===== src/rtl/stack_rpn_pkg.sv =====
// Shared types for the RPN command sequencer: stack command codes, token opcodes,
// FSM states, error codes and default geometry.
package stack_rpn_pkg;

  localparam int DEPTH_DEF = 5;
  localparam int DW_DEF    = 4;

  typedef enum logic [1:0] {
    CMD_NOP  = 2'b00,
    CMD_PUSH = 2'b01,
    CMD_POP  = 2'b10,
    CMD_GET  = 2'b11
  } cmd_e;

  typedef enum logic [2:0] {
    OP_LIT  = 3'b000,
    OP_ADD  = 3'b001,
    OP_SUB  = 3'b010,
    OP_AND  = 3'b011,
    OP_XOR  = 3'b100,
    OP_DUP  = 3'b101,
    OP_PEEK = 3'b110,
    OP_DROP = 3'b111
  } op_e;

  typedef enum logic [2:0] {
    ST_IDLE,
    ST_POP_B,
    ST_POP_A,
    ST_PUSH_R,
    ST_PUSH_L,
    ST_GET,
    ST_DONE
  } state_e;

  typedef enum logic [1:0] {
    ERR_OK    = 2'b00,
    ERR_OVER  = 2'b01,
    ERR_UNDER = 2'b10,
    ERR_IDX   = 2'b11
  } err_e;

endpackage


===== src/rtl/stack_rpn_alu.sv =====
// Combinational RPN operator: res = a op b (a is the deeper operand); non-arithmetic ops pass a.
// STACK_RPN_SAT_EN defined: ADD clamps to all-ones, SUB clamps to zero; otherwise both wrap.
module stack_rpn_alu
  import stack_rpn_pkg::*;
#(
  parameter int DW = DW_DEF
) (
  input  logic [DW-1:0] a,
  input  logic [DW-1:0] b,
  input  op_e           op,
  output logic [DW-1:0] res
);

`ifdef STACK_RPN_SAT_EN
  logic [DW:0] sum;
  assign sum = {1'b0, a} + {1'b0, b};
`endif

  always_comb begin
    res = a;
    case (op)
`ifdef STACK_RPN_SAT_EN
      OP_ADD:  res = sum[DW] ? '1 : sum[DW-1:0];
      OP_SUB:  res = (a < b) ? '0 : a - b;
`else
      OP_ADD:  res = a + b;
      OP_SUB:  res = a - b;
`endif
      OP_AND:  res = a & b;
      OP_XOR:  res = a ^ b;
      default: res = a;
    endcase
  end

endmodule


===== src/rtl/stack_rpn_sequencer.sv =====
// RPN token sequencer driving a DEPTH-entry stack; tracks depth to flag overflow/underflow/bad index.
// Latency accept->RES_VALID: LIT/PEEK/DROP 2, binary 4, DUP 3, error 1; TOK_READY only in IDLE.
module stack_rpn_sequencer
  import stack_rpn_pkg::*;
#(
  parameter int DEPTH = DEPTH_DEF,
  parameter int DW    = DW_DEF
) (
  input  logic          CLK,
  input  logic          RESET,
  input  logic          TOK_VALID,
  output logic          TOK_READY,
  input  logic [2:0]    TOK_OP,
  input  logic [DW-1:0] TOK_DATA,
  input  logic [2:0]    TOK_IDX,
  output logic [1:0]    COMMAND,
  output logic [2:0]    INDEX,
  output logic [DW-1:0] I_DATA,
  input  logic [DW-1:0] O_DATA,
  output logic          RES_VALID,
  output logic [DW-1:0] RES_DATA,
  output logic [1:0]    ERR,
  output logic [2:0]    DEPTH_O
);

  state_e        state_q, state_d;
  op_e           op_q, tok_op;
  err_e          err_q, chk_err;
  logic [2:0]    idx_q;
  logic [2:0]    depth_q;
  logic [DW-1:0] a_q, b_q, res_q, alu_res;
  logic          accept;

  assign tok_op    = op_e'(TOK_OP);
  assign TOK_READY = (state_q == ST_IDLE);
  assign accept    = TOK_VALID & TOK_READY;
  assign RES_VALID = (state_q == ST_DONE);
  assign RES_DATA  = res_q;
  assign ERR       = err_q;
  assign DEPTH_O   = depth_q;

  // LIT parks its literal in a_q and DUP captures into a_q, so the ALU pass-through pushes both.
  stack_rpn_alu #(.DW(DW)) u_alu (
    .a   (a_q),
    .b   (b_q),
    .op  (op_q),
    .res (alu_res)
  );

  always_comb begin
    chk_err = ERR_OK;
    case (tok_op)
      OP_LIT:  if (int'(depth_q) >= DEPTH) chk_err = ERR_OVER;
      OP_DUP: begin
        if (depth_q == 3'd0)              chk_err = ERR_UNDER;
        else if (int'(depth_q) >= DEPTH)  chk_err = ERR_OVER;
      end
      OP_PEEK: if (TOK_IDX >= depth_q)    chk_err = ERR_IDX;
      OP_DROP: if (depth_q == 3'd0)       chk_err = ERR_UNDER;
      default: if (depth_q < 3'd2)        chk_err = ERR_UNDER;
    endcase
  end

  always_comb begin
    state_d = state_q;
    COMMAND = CMD_NOP;
    INDEX   = '0;
    I_DATA  = '0;
    case (state_q)
      ST_IDLE: begin
        if (accept) begin
          if (chk_err != ERR_OK)                        state_d = ST_DONE;
          else if (tok_op == OP_LIT)                    state_d = ST_PUSH_L;
          else if (tok_op == OP_DUP || tok_op == OP_PEEK) state_d = ST_GET;
          else                                          state_d = ST_POP_B;
        end
      end
      ST_POP_B: begin
        COMMAND = CMD_POP;
        state_d = (op_q == OP_DROP) ? ST_DONE : ST_POP_A;
      end
      ST_POP_A: begin
        COMMAND = CMD_POP;
        state_d = ST_PUSH_R;
      end
      ST_PUSH_R, ST_PUSH_L: begin
        COMMAND = CMD_PUSH;
        I_DATA  = alu_res;
        state_d = ST_DONE;
      end
      ST_GET: begin
        COMMAND = CMD_GET;
        INDEX   = (op_q == OP_PEEK) ? idx_q : 3'd0;
        state_d = (op_q == OP_DUP) ? ST_PUSH_R : ST_DONE;
      end
      ST_DONE:  state_d = ST_IDLE;
      default:  state_d = ST_IDLE;
    endcase
  end

  always_ff @(posedge CLK) begin
    if (RESET) begin
      state_q <= ST_IDLE;
      op_q    <= OP_LIT;
      err_q   <= ERR_OK;
      idx_q   <= '0;
      depth_q <= '0;
      a_q     <= '0;
      b_q     <= '0;
      res_q   <= '0;
    end else begin
      state_q <= state_d;
      if (accept) begin
        op_q  <= tok_op;
        idx_q <= TOK_IDX;
        a_q   <= TOK_DATA;
        err_q <= chk_err;
      end
      case (state_q)
        ST_POP_B: begin
          b_q     <= O_DATA;
          res_q   <= O_DATA;
          depth_q <= depth_q - 3'd1;
        end
        ST_POP_A: begin
          a_q     <= O_DATA;
          depth_q <= depth_q - 3'd1;
        end
        ST_GET: begin
          a_q   <= O_DATA;
          res_q <= O_DATA;
        end
        ST_PUSH_R, ST_PUSH_L: begin
          res_q   <= alu_res;
          depth_q <= depth_q + 3'd1;
        end
        default: ;
      endcase
    end
  end

endmodule


===== config.mk =====
export PLATFORM = sky130hd
export DESIGN_NAME = stack_rpn_sequencer
export DESIGN_NICKNAME = d
export VERILOG_FILES = /design/src/rtl/stack_rpn_pkg.sv /design/src/rtl/stack_rpn_alu.sv /design/src/rtl/stack_rpn_sequencer.sv
export SDC_FILE = /design/constraint.sdc
export NUM_CORES = 1
export LEC_CHECK = 0
export ABC_AREA = 1
export CORE_ASPECT_RATIO = 0.6
export CORE_MARGIN = 4
export CORE_UTILIZATION = 45
export CTS_CLUSTER_DIAMETER = 80
export DETAILED_ROUTE_END_ITERATION = 6
export GPL_ROUTABILITY_DRIVEN = 0
export GPL_TIMING_DRIVEN = 1
export PLACE_DENSITY = 0.82
export RECOVER_POWER = 100
export SYNTH_ARGS = -nofsm -noshare
export SYNTH_HDL_FRONTEND = slang
export SYNTH_SLANG_ARGS = --single-unit

===== constraint.sdc =====
create_clock -name CLK -period 7 [get_ports CLK]
set_clock_uncertainty 0.2 [all_clocks]
set_input_delay 1.4 -clock CLK [delete_from_list [all_inputs] [get_ports CLK]]
set_output_delay 1.4 -clock CLK [all_outputs]
set_load 0.05 [all_outputs]

==> flow_summary.json <==
{
  "clk_root_buffer_cell": "sky130_fd_sc_hd__clkbuf_8",
  "worst-path-buf-inv": 3,
  "grtUsageTotal_pct": 19.3,
  "min_path_cells": 2,
  "async_flop_share_pct": 0,
  "dp_hpwl_microns": 3590,
  "setup.worst_path.end_class": "primary output",
  "setup.worst_path.class": "reg2out",
  "floorplan.die.height_microns": 56.1,
  "seq_area_frac_synth_pct": 30.1,
  "cts_setup_buffers": 0,
  "worstPathMaxFanout": 5,
  "synth_largest_area_cell": "sky130_fd_sc_hd__dfxtp_1",
  "vias_in_the_first_global_route": 1657,
  "worst-r2r-cell-count": 6,
  "clock_transition_at_path_regs_ns": 0.09,
  "die-width_microns": 88.1,
  "floorplan.core_area_sq_mm": 0.00368,
  "drt-vias-per-instance": 5.09,
  "antenna_violating_nets_post_route": 0,
  "cts_tree": "done",
  "yosysMostFrequentCell": "sky130_fd_sc_hd__nand2_1",
  "ctsHtreeMaxLevel": 1,
  "grt_remaining_overflow": 0,
  "drt_iter0_drc": 163,
  "grt_max_degree": 20,
  "yosys.area.top_type_share_pct": 30.1,
  "drc": 0,
  "initial_util_pct": 47.1,
  "port-buffer-count": 36,
  "fmaxAchievable_ghz": 0.213,
  "synth_area_per_cell_sq_um": 6.53,
  "arrival_time_of_the_worst_setup_path_ns": 3.10,
  "cts-buffers-inserted": 3,
  "timing_worst_slew_pin_value_ns": 0.889,
  "maxSlewViolCount": 0,
  "worst_hold_path_type": "reg2reg",
  "rsz_0062_raised_after_global_routing": "false",
  "timing.max_slew.rel_slack_pct": 40.5,
  "max_cap_violations": 0,
  "biggest_area_contributors_in_the_synthesized_netlist": "sky130_fd_sc_hd__dfxtp_1 30%, sky130_fd_sc_hd__nand2_1 15%, sky130_fd_sc_hd__inv_1 8.0%",
  "timing.critical_path.cells": "inv_1, nand3_1, o21ai_0, fa_1, nor2_1, nor2_1, o21ai_0, nand2_1, inv_1, dlygate4sd3_1",
  "rr_startpoint": "state_q[0]$_SDFFE_PP0P_",
  "power.static_leakage_nw": 1.10,
  "antenna_cells": 0,
  "ctsResizeCount": 0,
  "cts_hold_buf": 0,
  "nets": 333,
  "ys.flop_type": "sky130_fd_sc_hd__dfxtp_1",
  "initial_antenna_violation_count": 0,
  "timing.setup.tns_ns": 0,
  "routed_wire_length_per_instance_microns": 13.3,
  "placementRows": 17,
  "final-setup-viol-count": 0,
  "floorplan.die_area_sq_mm": 0.00494,
  "vias": 1777,
  "startpoint_type": "register",
  "critical_path.slowest_cell": "sky130_fd_sc_hd__dlygate4sd3_1",
  "yosys_register_bits": 26,
  "synth.distinct_cells": 27,
  "timing.reg2reg.setup_slack_ns": 4.58,
  "worstSkewPairLatency_ns": 0.28,
  "global_route_wire_length_before_repair_microns": 7660,
  "syn_nets": 295,
  "clkSinkCount": 26,
  "synth.top_cells.by_count": "67 x sky130_fd_sc_hd__nand2_1, 37 x sky130_fd_sc_hd__inv_1, 26 x sky130_fd_sc_hd__dfxtp_1, 24 x sky130_fd_sc_hd__a21oi_1, 24 x sky130_fd_sc_hd__o21ai_0",
  "timing.critical_path.slowest_cell_delay_ns": 0.86,
  "synth_enable_flop_cells": 0,
  "post_syn_instances": 265,
  "yosysWarnings": 0,
  "synth_area_sq_mm": 0.00173,
  "detailedRoute.firstPassIterationCount": 5,
  "final_period_minus_worst_setup_slack_ns": 4.70,
  "area_delta_synth_final_pct": 25.8,
  "total_power_mw": 0.999,
  "crit_required_ns": 5.40,
  "design.portCount": 37,
  "cp_top_family": "buffers and inverters",
  "utilization_pct": 59.2,
  "status": "complete, no violations",
  "timing.hold.worst.start": "idx_q[1]$_SDFFE_PP0P_",
  "clock_path_buffers": 2,
  "powerDensity_mw_per_mm2": 459,
  "r2r-end": "op_q[2]$_SDFFE_PP0P_",
  "drive_above_1_share_pct": 5.30,
  "ir_drop_v": 0.000290,
  "finalWirelength_microns": 4640,
  "final_hold_viol_count": 0,
  "worst_hold_path.endpoint": "idx_q[1]$_SDFFE_PP0P_",
  "final_min_period_over_clock_period_pct": 67.1
}
## metal layers
layer / GRT usage, % / vias up / routed length, microns
met4: 3.02 / 0 / 13
met5: 0 / - / 0
li1: - / 934 / -
met3: 5.92 / 3 / 415
met2: 26.6 / 73 / 1820
met1: 29.6 / 767 / 2390
## power by group
| part | switching, mW | leakage [nW] | internal (mW) | total (mW) |
|---|---|---|---|---|
| sequential | 0.0491 | 0.214 | 0.199 | 0.248 |
| clock | 0.0502 | 0.0288 | 0.0504 | 0.101 |
| combinational | 0.442 | 0.862 | 0.208 | 0.650 |
## logic make-up after synthesis
family | count (synthesis) | share of synthesized area [%]
AO/OA/AOI/OAI | 63 | 20.2
XOR/XNOR | 2 | 1.01
adder cells (fa/ha/maj) | 13 | 10.3
buffers and inverters | 46 | 10.5
flip-flops | 26 | 30.1
AND/OR/NAND/NOR | 115 | 28.0
## how the worst max path moves through the flow
stage                     cells past startpoint        end  slack (ns)                 start
after floorplan                              10  I_DATA[2]        3.48   b_q[0]$_SDFFE_PP0P_
after global routing                         14  I_DATA[3]        2.03  op_q[2]$_SDFFE_PP0P_
after CTS                                    10  I_DATA[1]        2.39  op_q[2]$_SDFFE_PP0P_
final                                        10  I_DATA[1]        2.30  op_q[2]$_SDFFE_PP0P_
after detailed placement                     10  I_DATA[1]        2.72  op_q[2]$_SDFFE_PP0P_
after global placement                       10  I_DATA[1]        2.77  op_q[2]$_SDFFE_PP0P_
## state kept, by name, summed over array words and instances, names as in the netlist
register,flops
DEPTH_O,3
ERR,2
RES_DATA,4
a_q,4
b_q,4
idx_q,3
op_q,3
state_q,3
## worst register-to-register path, stage by stage (launching register included)
cell and delay (ns):
sky130_fd_sc_hd__dfxtp_1 0.37, sky130_fd_sc_hd__nor2_1 0.22, sky130_fd_sc_hd__nand2_2 0.12, sky130_fd_sc_hd__nor2_1 0.69, sky130_fd_sc_hd__inv_1 0.35, sky130_fd_sc_hd__o21ai_0 0.29
sky130_fd_sc_hd__a21oi_1 0.07
## layout make-up
cell class	instances	area, sq um
Fill cell	343	1500
Timing Repair Buffer	36	360
Multi-Input combinational cell	193	1020
Sequential cell	26	520
Clock buffer	4	55.1
Inverter	43	161
Tap cell	47	58.8
## cell usage in the layout, fill, tap and decap left out, types with 2 or more instances in the layout
cell type                         netlist  layout
sky130_fd_sc_hd__nand2_1               67      67
sky130_fd_sc_hd__inv_1                 37      38
sky130_fd_sc_hd__dfxtp_1               26      26
sky130_fd_sc_hd__o21ai_0               24      25
sky130_fd_sc_hd__a21oi_1               24      24
sky130_fd_sc_hd__dlygate4sd3_1          0      23
sky130_fd_sc_hd__nor2_1                21      22
sky130_fd_sc_hd__nand3_1               18      18
sky130_fd_sc_hd__clkdlybuf4s50_1        0      13
sky130_fd_sc_hd__ha_1                  11      11
sky130_fd_sc_hd__inv_2                  6       5
sky130_fd_sc_hd__a31oi_1                5       5
sky130_fd_sc_hd__clkbuf_8               0       4
sky130_fd_sc_hd__nand2_2                3       3
sky130_fd_sc_hd__nor3_1                 3       3
sky130_fd_sc_hd__o21ai_2                2       2
sky130_fd_sc_hd__o21bai_1               2       2
sky130_fd_sc_hd__o211ai_1               2       2
sky130_fd_sc_hd__fa_1                   2       2
## stage by stage
stage                     instance area, sq um  instances  hold slack [ns]  worst slack, ns
after global routing                      2180        349            0.278             2.03
after CTS                                 2190        349            0.267             2.39
final                                     2180        349            0.271             2.30
after floorplan                           1730        265            0.231             3.48
after global placement                    2130        345            0.246             2.77
after detailed placement                  2130        345            0.253             2.72
Note: power is estimated with default switching activity, not from simulation.
==> variant 1, RTL diff (config.mk and constraints unchanged) <==
Add a define of `STACK_RPN_SAT_EN`.
--- a/src/rtl/stack_rpn_alu.sv
+++ b/src/rtl/stack_rpn_alu.sv
@@ -1,5 +1,7 @@
 // Combinational RPN operator: res = a op b (a is the deeper operand); non-arithmetic ops pass a.
 // STACK_RPN_SAT_EN defined: ADD clamps to all-ones, SUB clamps to zero; otherwise both wrap.
+`define STACK_RPN_SAT_EN
+
 module stack_rpn_alu
   import stack_rpn_pkg::*;
 #(
Check against the original RTL: not equivalent (a bounded check fails within 10 cycles, from zero or initial values and one cycle with RESET high).
==> variant 1 against the unedited design <==
Sequential cell count stayed put; power grew 2.2%; critical path type unchanged; combinational power down 1%; die area is 4.7% higher; wire length rose by 3.9%; design area is 4.3% higher; area after synthesis rose by 5.3%; highest routed layer unchanged; worst hold slack worse by 0.0013 ns; setup slack gained 0.084 ns.
==> variant 1: results (changes against the unedited design) <==
<table>
<tr><th>Metric</th><th>Value</th></tr>
<tr><th colspan="2">GRT</th></tr>
<tr><td>Met3 usage</td><td>5.80% (-0.12 points)</td></tr>
<tr><td>Via count of the first global-routing pass</td><td>1692 (+2.1%)</td></tr>
<tr><td>Total global routing track utilization</td><td>19.0% (-0.30 points)</td></tr>
<tr><td>Fraction of met2 tracks used by global routing</td><td>26.3% (-0.28 points)</td></tr>
<tr><td>Met1 track demand over resource in global routing</td><td>29.2% (-0.45 points)</td></tr>
<tr><td>Maximum number of pins on one net before global-route repair</td><td>23 (+15%)</td></tr>
<tr><th colspan="2">Place</th></tr>
<tr><td>Worst Setup Slack post-DPL</td><td>2.82 ns (+0.0983 ns)</td></tr>
<tr><td>Placed Cells incl. Taps</td><td>360 (+4.3%)</td></tr>
<tr><td>Total half-perimeter wirelength after legalization and detailed placement</td><td>3.80 mm (+5.7%)</td></tr>
<tr><td>Placement-stage cell area</td><td>2200 µm² (+3.4%)</td></tr>
<tr><th colspan="2">Finish</th></tr>
<tr><td>Final Net Count</td><td>349 (+4.8%)</td></tr>
<tr><td>Fraction of layout cells with a size suffix above 1</td><td>3.15% (-2.1 points)</td></tr>
<tr><td>Number of filler instances in the final layout</td><td>355 (+3.5%)</td></tr>
<tr><th colspan="2">Logic synthesis</th></tr>
<tr><td>Top cell types by occurrence after synthesis</td><td>59 x sky130_fd_sc_hd__nand2_1, 50 x sky130_fd_sc_hd__inv_1, 28 x sky130_fd_sc_hd__nand3_1, 26 x sky130_fd_sc_hd__dfxtp_1, 25 x sky130_fd_sc_hd__a21oi_1</td></tr>
<tr><td>Synthesized Nets</td><td>313 (+6.1%)</td></tr>
<tr><td>Top post-synthesis cells by area</td><td>sky130_fd_sc_hd__dfxtp_1 29%, sky130_fd_sc_hd__nand2_1 12%, sky130_fd_sc_hd__inv_1 10%</td></tr>
<tr><td>Post-synthesis instance total</td><td>282 (+6.4%)</td></tr>
<tr><td>Sequential cell area fraction in the yosys report</td><td>28.5% (-1.5 points)</td></tr>
<tr><th colspan="2">Drt</th></tr>
<tr><td>WL final</td><td>4.82 mm (+3.9%)</td></tr>
<tr><td>DR vias</td><td>1971 (+11%)</td></tr>
<tr><td>Post-detailed-route via-to-cell ratio</td><td>5.41 (+6.3%)</td></tr>
<tr><td>Starting DRT DRC Count</td><td>209 (+28%)</td></tr>
<tr><th colspan="2">Worst setup path</th></tr>
<tr><td>Maximum fanout encountered on the critical timing path</td><td>4 (-1)</td></tr>
<tr><td>Arrival time reported for the critical path endpoint</td><td>3.01 ns (-0.09 ns)</td></tr>
<tr><th colspan="2">Run status</th></tr>
<tr><td>Outcome</td><td>complete, no violations</td></tr>
<tr><th colspan="2">Timing</th></tr>
<tr><td>Measured slew at the worst slew-check pin</td><td>0.975 ns (+0.0852 ns)</td></tr>
<tr><th colspan="2">Power</th></tr>
<tr><td>Worst IR drop on VDD</td><td>0.224 mV (-23%)</td></tr>
</table>
variant 1: cell types whose count changed after synthesis, sizes merged, moves of 2 or more:
cell | unedited run | this run
nand2 | 70 | 60
nor3 | 3 | 5
nand4 | 0 | 4
inv | 43 | 52
a31oi | 5 | 3
nand3 | 18 | 30
variant 1: cell type report:
class                      count  area (µm²)  area share (%)
clock buffer                   3        41.3            1.82
multi-input combinational    198        1060            46.7
sequential                    26         520            22.9
inverter                      53         200            8.81
timing repair buffer          36         360            15.9
tap                           47        58.8            2.59
clock inverter                 1        30.0            1.32
variant 1: tightest hold or removal path: cells and delay by family, from the launching register on:
kind,cells,cell delay (ns)
flops,1,0.30
compound gates,1,0.06
buf+inv,1,0.07
variant 1: power by group:
part	internal [mW]	leakage [nW]	switching [mW]
clock	0.0766	0.0357	0.0500
sequential	0.203	0.214	0.0506
combinational	0.198	0.911	0.443
variant 1: kinds of logic (layout without fill, tap and decap cells):
group           after synthesis  after routing  share of synthesized area, %
compound gates               59             59                          17.0
buf+inv                      58             93                          13.2
xor+xnor                      1              1                         0.480
simple gates                124            124                          30.0
flops                        26             26                          28.5
fa+ha+maj                    14             14                          10.8
variant 1: final timing paths:
kind / slack [ns] / end / startpoint / cells past startpoint
max: 2.39 / I_DATA[3] / a_q[0] / 11
min: 0.27 / idx_q[2] / idx_q[2] / 2
max reg2reg: 4.55 / a_q[0] / state_q[2] / 8
min reg2reg: 0.27 / idx_q[2] / idx_q[2] / 2
variant 1: layer usage:
metal  wire, µm  vias up  share of wire (%)
li1           -      981                  -
met1       2460      871                 51
met2       1800      115                 37
met3        543        4                 11
met4         14        0               0.29
met5          0        -                  0
==> variant 2, RTL diff (same flow settings) <==
Without the edit above. Encoding of `state_e`: now one-hot (7 bits for 7 states).
--- a/src/rtl/stack_rpn_pkg.sv
+++ b/src/rtl/stack_rpn_pkg.sv
@@ -23,14 +23,14 @@
     OP_DROP = 3'b111
   } op_e;
 
-  typedef enum logic [2:0] {
-    ST_IDLE,
-    ST_POP_B,
-    ST_POP_A,
-    ST_PUSH_R,
-    ST_PUSH_L,
-    ST_GET,
-    ST_DONE
+  typedef enum logic [6:0] {
+    ST_IDLE   = 7'b0000001,
+    ST_POP_B  = 7'b0000010,
+    ST_POP_A  = 7'b0000100,
+    ST_PUSH_R = 7'b0001000,
+    ST_PUSH_L = 7'b0010000,
+    ST_GET    = 7'b0100000,
+    ST_DONE   = 7'b1000000
   } state_e;
 
   typedef enum logic [1:0] {
Function: same outputs for any inputs over 10 cycles, from zero or initial values and one cycle with RESET high; not proved beyond that.
==> variant 2 against the unedited design <==
Wire length is 12% higher; count of clock-buffer cells in the layout grew 3; maximum frequency shrank 0.39%; global-route usage grew 0.55 points; die area rose by 10%; setup slack worse by 0.018 ns; design area rose by 11%; sequential cell count increased by 4; area after synthesis rose by 11%; non-clock buffer count unchanged.
Power is not compared: it rests on default switching activity, and its combinational part moved more than twofold at a synthesized area within 25%.
==> variant 2: results (changes against the unedited design) <==
<table>
<tr><th>Metric</th><th>Value</th></tr>
<tr><th colspan="2">Worst setup path</th></tr>
<tr><td>R2r worst-path depth</td><td>11 (+5)</td></tr>
<tr><td>Arrival time reported for the critical path endpoint</td><td>3.12 ns (+0.02 ns)</td></tr>
<tr><td>Maximum fanout encountered on the critical timing path</td><td>3 (-2)</td></tr>
<tr><td>Crit path to</td><td>I_DATA[2]</td></tr>
<tr><th colspan="2">Drt</th></tr>
<tr><td>WL final</td><td>5.19 mm (+12%)</td></tr>
<tr><td>DR vias</td><td>1972 (+11%)</td></tr>
<tr><td>Starting DRT DRC Count</td><td>121 (-26%)</td></tr>
<tr><td>Routed length on met3</td><td>596 µm (+44%)</td></tr>
<tr><td>Average wire per cell in the routed design</td><td>13.5 µm (+1.4%)</td></tr>
<tr><td>First-pass DRT Iterations</td><td>4 (-1)</td></tr>
<tr><th colspan="2">Place</th></tr>
<tr><td>Total half-perimeter wirelength after legalization and detailed placement</td><td>3.98 mm (+11%)</td></tr>
<tr><td>Worst Setup Slack post-DPL</td><td>2.71 ns (-0.0120 ns)</td></tr>
<tr><th colspan="2">Logic synthesis</th></tr>
<tr><td>Number of different library cells in the post-synthesis netlist</td><td>29 (+7.4%)</td></tr>
<tr><td>Sequential cell area fraction in the yosys report</td><td>31.1% (+1.1 points)</td></tr>
<tr><td>Top cell types by occurrence after synthesis</td><td>56 x sky130_fd_sc_hd__nand2_1, 42 x sky130_fd_sc_hd__inv_1, 30 x sky130_fd_sc_hd__dfxtp_1, 23 x sky130_fd_sc_hd__a21oi_1, 23 x sky130_fd_sc_hd__o21ai_0</td></tr>
<tr><th colspan="2">Timing</th></tr>
<tr><td>Worst setup slack after layout</td><td>2.28 ns (-0.0183 ns)</td></tr>
<tr><td>Worst relative slew slack</td><td>61.0% (+21 points)</td></tr>
<tr><th colspan="2">Min path</th></tr>
<tr><td>Hold worst-path end</td><td>idx_q[0]</td></tr>
<tr><th colspan="2">Run status</th></tr>
<tr><td>Outcome</td><td>complete, no violations</td></tr>
<tr><th colspan="2">Clock tree</th></tr>
<tr><td>Htree depth</td><td>2 (+1)</td></tr>
<tr><td>Number of clock buffers inserted by TritonCTS</td><td>5 (+2)</td></tr>
<tr><td>Clock-pin slew reported for the worst setup and hold paths after clock tree synthesis</td><td>0.07 ns (-0.02 ns)</td></tr>
<tr><th colspan="2">GRT</th></tr>
<tr><td>Fraction of met2 tracks used by global routing</td><td>27.9% (+1.3 points)</td></tr>
<tr><td>Via count of the first global-routing pass</td><td>1791 (+8.1%)</td></tr>
<tr><td>Total global routing track utilization</td><td>19.9% (+0.55 points)</td></tr>
<tr><td>Met3 usage</td><td>7.54% (+1.6 points)</td></tr>
<tr><th colspan="2">Finish</th></tr>
<tr><td>Summed area of non-filler cells in the final layout</td><td>2420 µm² (+11%)</td></tr>
<tr><td>Fraction of layout cells with a size suffix above 1</td><td>7.69% (+2.4 points)</td></tr>
<tr><td>Number of filler instances in the final layout</td><td>399 (+16%)</td></tr>
</table>
[variant 2: cell types whose count changed after synthesis, moves of 4 or more]
cell,unedited run,this run
sky130_fd_sc_hd__nand2_1,67,56
sky130_fd_sc_hd__nand3b_1,1,6
sky130_fd_sc_hd__nor2_2,0,4
sky130_fd_sc_hd__nand4_1,0,4
sky130_fd_sc_hd__dfxtp_1,26,30
sky130_fd_sc_hd__inv_1,37,42
sky130_fd_sc_hd__nor3_1,3,7
[variant 2: logic make-up after synthesis]
| group | count (synthesis) | share of synthesized area (%) |
|---|---|---|
| buffers and inverters | 54 | 11.0 |
| AOI/OAI and AO/OA | 56 | 15.5 |
| and+or+nand+nor | 130 | 32.2 |
| xor gates and xnor gates | 2 | 0.908 |
| adders and majority gates | 13 | 9.21 |
| DFF | 30 | 31.1 |
[variant 2: area by class of cell]
type,count,area share [%]
Timing Repair Buffer,36,14.9
Multi-Input combinational cell,201,45.6
Clock inverter,1,0.207
Inverter,50,7.85
Sequential cell,30,24.8
Tap cell,60,3.10
Clock buffer,7,3.56
